$ cat config.mk
export PLATFORM = sky130hd
export DESIGN_NAME = mac_array_ctrl
export DESIGN_NICKNAME = d
export VERILOG_FILES = /design/src/rtl/mac_array_ctrl.sv
export SDC_FILE = /design/constraint.sdc
export NUM_CORES = 1
export LEC_CHECK = 0
export CORE_AREA = 8 8 258 260
export CTS_BUF_LIST = sky130_fd_sc_hd__clkbuf_8
export DETAILED_ROUTE_END_ITERATION = 8
export DIE_AREA = 0 0 266 268
export GPL_TIMING_DRIVEN = 0
export PLACE_DENSITY = 0.6
export SKIP_CTS_REPAIR_TIMING = 1
export SYNTH_ARGS = -nofsm -noshare
export SYNTH_HDL_FRONTEND = slang
export SYNTH_SLANG_ARGS = --single-unit
$ cat constraint.sdc
create_clock -name clk -period 4.9 [get_ports clk]
set_input_delay 1.225 -clock clk [delete_from_list [all_inputs] [get_ports clk]]
set_output_delay 1.225 -clock clk [all_outputs]
set_load 0.02 [all_outputs]
$ cat src/rtl/mac_array_ctrl.sv
// rtl/mac_array_ctrl.sv - single-shot operand sequencer and result collector for a ROWS x COLS FP8 MAC grid
// Optional performance counters are enabled by defining MAC_CTRL_PERF_EN.
module mac_array_ctrl #(
  parameter int ROWS = 4,
  parameter int COLS = 4,
  parameter int TO_W = 8
) (
  input  logic                     clk,
  input  logic                     rst_n,
  input  logic                     cmd_valid,
  output logic                     cmd_ready,
  input  logic                     cmd_mode_fp8,
  input  logic [ROWS*8-1:0]        cmd_a,
  input  logic [COLS*8-1:0]        cmd_b,
  output logic                     arr_mode_fp8,
  output logic [ROWS*8-1:0]        arr_a_raw,
  output logic [ROWS-1:0]          arr_a_valid,
  output logic [COLS*8-1:0]        arr_b_raw,
  output logic [COLS-1:0]          arr_mac_valid,
  output logic                     arr_out_ready,
  input  logic [ROWS*COLS-1:0]     arr_done,
  input  logic [ROWS*COLS*16-1:0]  arr_res_bf,
  output logic                     rsp_valid,
  input  logic                     rsp_ready,
  output logic [ROWS*COLS*16-1:0]  rsp_tile,
  output logic                     rsp_err
`ifdef MAC_CTRL_PERF_EN
  ,
  output logic [31:0]              perf_ops,
  output logic [31:0]              perf_busy
`endif
);

  typedef enum logic [2:0] {S_IDLE, S_ISSUE, S_WAIT, S_SETTLE, S_RESP} state_t;

  localparam int KW = (COLS > 1) ? $clog2(COLS) : 1;
  localparam logic [KW-1:0]   K_LAST = KW'(COLS - 1);
  localparam logic [TO_W-1:0] TO_MAX = '1;
  localparam logic [TO_W-1:0] TO_LIM = TO_MAX - 1'b1;

  state_t                  state, state_nxt;
  logic [KW-1:0]           k;
  logic [TO_W-1:0]         to_cnt;
  logic                    ready_q;
  logic                    mode_q;
  logic [ROWS*8-1:0]       a_q;
  logic [(COLS-1)*8-1:0]   b_q;
  logic [COLS*8-1:0]       b_out;
  logic                    accept, timeout, rsp_fire;

  assign cmd_ready    = ready_q;
  assign arr_mode_fp8 = mode_q;
  assign arr_a_raw    = a_q;
  assign arr_b_raw    = b_out;
  assign rsp_valid    = (state == S_RESP);
  assign rsp_fire     = rsp_valid && rsp_ready;

  always_comb begin
    state_nxt     = state;
    accept        = 1'b0;
    timeout       = 1'b0;
    arr_out_ready = 1'b0;
    arr_a_valid   = '0;
    arr_mac_valid = '0;
    case (state)
      S_IDLE: begin
        if (cmd_valid && ready_q) begin
          accept    = 1'b1;
          state_nxt = S_ISSUE;
        end
      end
      S_ISSUE: begin
        arr_mac_valid[k] = 1'b1;
        if (k == '0) arr_a_valid = '1;
        if (k == K_LAST) state_nxt = S_WAIT;
      end
      S_WAIT: begin
        if (&arr_done) begin
          state_nxt = S_SETTLE;
        end else if (to_cnt == TO_LIM) begin
          timeout       = 1'b1;
          arr_out_ready = 1'b1;
          state_nxt     = S_RESP;
        end
      end
      S_SETTLE: begin
        arr_out_ready = 1'b1;
        state_nxt     = S_RESP;
      end
      S_RESP: begin
        if (rsp_ready) state_nxt = S_IDLE;
      end
      default: state_nxt = S_IDLE;
    endcase
  end

  // Column c's B is loaded one cycle ahead so it is on the bus exactly when A reaches column c.
  always_ff @(posedge clk or negedge rst_n) begin
    if (!rst_n) begin
      state    <= S_IDLE;
      ready_q  <= 1'b0;
      k        <= '0;
      to_cnt   <= '0;
      mode_q   <= 1'b0;
      a_q      <= '0;
      b_q      <= '0;
      b_out    <= '0;
      rsp_tile <= '0;
      rsp_err  <= 1'b0;
    end else begin
      state   <= state_nxt;
      ready_q <= (state_nxt == S_IDLE);
      if (accept) begin
        mode_q      <= cmd_mode_fp8;
        a_q         <= cmd_a;
        b_q         <= cmd_b[COLS*8-1:8];
        b_out[7:0]  <= cmd_b[7:0];
        k           <= '0;
      end
      if (state == S_ISSUE) begin
        k      <= k + 1'b1;
        to_cnt <= '0;
        for (int c = 1; c < COLS; c++) begin
          if (int'(k) == c - 1) b_out[8*c +: 8] <= b_q[8*(c-1) +: 8];
        end
      end else if (state == S_WAIT && to_cnt != TO_MAX) begin
        to_cnt <= to_cnt + 1'b1;
      end
      if (state == S_SETTLE) rsp_tile <= arr_res_bf;
      if (timeout) rsp_err <= 1'b1;
      else if (rsp_fire) rsp_err <= 1'b0;
    end
  end

`ifdef MAC_CTRL_PERF_EN
  always_ff @(posedge clk or negedge rst_n) begin
    if (!rst_n) begin
      perf_ops  <= '0;
      perf_busy <= '0;
    end else begin
      if (rsp_fire) perf_ops <= perf_ops + 32'd1;
      if (state != S_IDLE) perf_busy <= perf_busy + 32'd1;
    end
  end
`endif

endmodule

==> metrics.md <==
| Metric | Value |
|---|---|
| Largest cells by area after synthesis | `dfrtp_1 (66%), mux2_2 (28%), buf_2 (1.2%)` |
| Vias/cell | `3.99` |
| Layout net count | `1923` |
| Synth cell count leaders | `dfrtp_1 (360), mux2_2 (345), buf_2 (34)` |
| Maximum root-to-sink buffer count | `3` |
| Register bit total from synthesis | `360` |
| First DRT Iteration DRCs | `about 300` |
| Worst-Margin Slew | `about 0.80 ns` |
| Routability cong. | `about 0.90` |
| Asr flop ratio synth | `between 90% and 100%` |
| Grt ovf | `0` |
| Fin. Hold Viols | `0` |
| Synth warnings | `0` |
| # DRC | `0` |
| Status | `finished, final reports clean` |
| Area grow syn2layout | `67.9%` |
| Number of flops mapped to enable cells by yosys | `0` |
| GR peak layer | `met2` |
| Number of distinct library cells after synthesis | `32` |
| Placed cell areas | `about 22000 um2` |
| Clock slew at reported path FFs | `0.05 ns` |
| Area occupied by multi-input gates | `4370 um2` |
| # IOs | `between 600 and 700` |
| Die Span Y | `268 um` |
| Main synth FF type | `dfrtp_1` |
| Max Fclk | `around 0.22 GHz` |
| Skew final | `about 0.042 ns` |
| CTS root buf | `clkbuf_8` |
| Post-route cell area | `between 20000 and 25000 um2` |
| Peak supply drop | `around 0.00032 V` |
| CP endpoint kind | `primary output` |
| MaxCap Viol Count | `0` |
| Routed vias | `9836` |
| Detailed-placement wirelength estimate | `approximately 39 mm` |
| Leak | `about 9.4 nW` |
| Met1 usage | `about 14%` |
| Startpoint types | `input pin` |
| Share of cells above drive strength 1 | `30.7%` |
| Initial antenna violation count | `3` |
| Number of fill cells in the layout | `about 6000` |
| Core Rows | `92` |
| Max Slew Vio Count | `0` |
| FF+latch area | `between 9000 and 10000 um2` |
| Final Util | `a little under two fifths` |
| Initial core utilization | `a little over a fifth` |
| Critical path arrival | `3.31 ns` |
| Unrepaired setup endpoints after global routing | `false` |
| Die Span X | `roughly 270 um` |
| Setup-failing EPs final | `0` |
| Hold_ws | `0.500 ns` |
| Core footprint | `~62000 um2` |
| CTS tree | `yes` |
| Non-Filler Instances | `roughly 2500` |
| HP Class | `reg2reg` |
| TritonCTS buffer count | `just under 70` |
| Grt met2 use | `a little under a quarter` |
| Fin crit share | `between 90% and 100%` |
| Total iterations of the first detailed-routing run | `6` |
| Synth Area per Inst | `16.5 um2` |
| Global-route wire length before repair | `71.6 mm` |
| Worst slew margin | `46.3%` |
| Worst-Skew Late Latency | `around 0.63 ns` |
| Worst-path fanout max | `4` |
| Crit path time final | `roughly 4.5 ns` |
| M3 GR Usage | `about 5%` |
| Pin count of the biggest net entering global routing | `118` |
| Synth area leader | `dfrtp_1` |
| PD cells | `~690 nW/um2` |
| Syn nets | `1176` |
| Post-DR wirelength/cell | `about 20 um` |
| Gr usage total | `around an eighth` |
| CP Class | `in2out` |
| Final WL | `slightly below 50 mm` |
| H-tree levels | `3` |
| Worst path required time | `around 3.7 ns` |
| CTS Sinks | `360` |
| Mapped Area | `13600 um2` |
| Die footprint | `between 70000 and 80000 um2` |
| Most common cell in the netlist | `dfrtp_1` |
| Dpl cells | `2351` |
| # port buffers | `approximately 670` |
| Yosys top cell area share | `66.0%` |
| Synth Instances | `roughly 830` |
| Vias in the first global route | `11100` |
| Post-route ant nets | `0` |
| Register area share after synthesis | `approximately two thirds` |
[through the flow]
step                      TNS (ns)  setup WS, ns  power [mW]
final                            0         0.367        15.9
after global placement    -4820.68        -13.48        12.9
after CTS                        0         0.299        16.2
after detailed placement         0         0.315        13.1
after floorplan                  0          1.48        8.98
after global routing             0         0.251        16.7
[metal layers]
layer	wire length [um]	vias to the layer above
met5	0	-
met3	4110	95
li1	-	4433
met4	1880	0
met1	18400	4864
met2	24800	444
[report_power, final]
group | leakage [nW] | total, mW | internal, mW | switching, mW
clock network | 0.734 | 2.95 | 1.65 | 1.31
logic | 4.46 | 7.65 | 4.05 | 3.60
registers | 4.24 | 5.27 | 4.49 | 0.785
[area by class of cell]
cell class              instances  area share, %
inverters                       5         0.0819
plain buffers                  45           1.07
clock buffers                  87           5.23
repair buffers                676           29.8
multi-input cells             419           19.1
flip-flops and latches        360           39.3
diodes                          5         0.0546
clock inverters                24          0.732
well taps                     846           4.62
[flip-flops by register name (all words and copies together) (netlist names), 2 cells and up]
register,flops
state,3
rsp_tile,256
b_q,24
to_cnt,8
arr_b_raw,32
arr_a_raw,32
k,2
[critical path: stages]
cell	delay (ns)
clkdlybuf4s50_1	0.50
nand4_1	0.12
or4_1	0.57
nand3_1	0.18
o21ai_0	0.11
clkdlybuf4s50_1	0.59
[cell usage in the layout, fill, tap and decap left out, types with 6 or more instances in the layout]
master / n
clkdlybuf4s50_1: 672
dfrtp_1: 360
mux2_2: 345
clkbuf_8: 87
buf_2: 34
inv_1: 16
nand2_1: 9
buf_4: 9
nand3_1: 7
nor2_1: 6
nand4_1: 6
and3_1: 6
ha_1: 6
[logic make-up after synthesis]
group	Yosys count	synth area share, %
DFF	360	66.0
muxes	347	28.6
buffers and inverters	50	1.93
and+or+nand+nor	48	2.06
AOI/OAI and AO/OA	18	0.825
adders and majority gates	6	0.550
[final timing paths]
| path | startpoint | end | slack [ns] | depth (start not counted) |
|---|---|---|---|---|
| setup / recovery | arr_done[7] | arr_out_ready | 0.37 | 6 |
| min in group asynchronous | rst_n | rsp_tile[99]$_DFFE_PN0P_ | 0.53 | 1 |
| hold / removal | b_q[5]$_DFFE_PN0P_ | b_q[5]$_DFFE_PN0P_ | 0.50 | 1 |
| max in group asynchronous | rst_n | arr_a_raw[14]$_DFFE_PN0P_ | 2.90 | 3 |
| setup reg to reg | state[1]$_DFF_PN0_ | arr_a_raw[12]$_DFFE_PN0P_ | 2.66 | 4 |
| hold reg to reg | b_q[5]$_DFFE_PN0P_ | b_q[5]$_DFFE_PN0P_ | 0.50 | 1 |
Note: power is estimated with default switching activity, not from simulation.
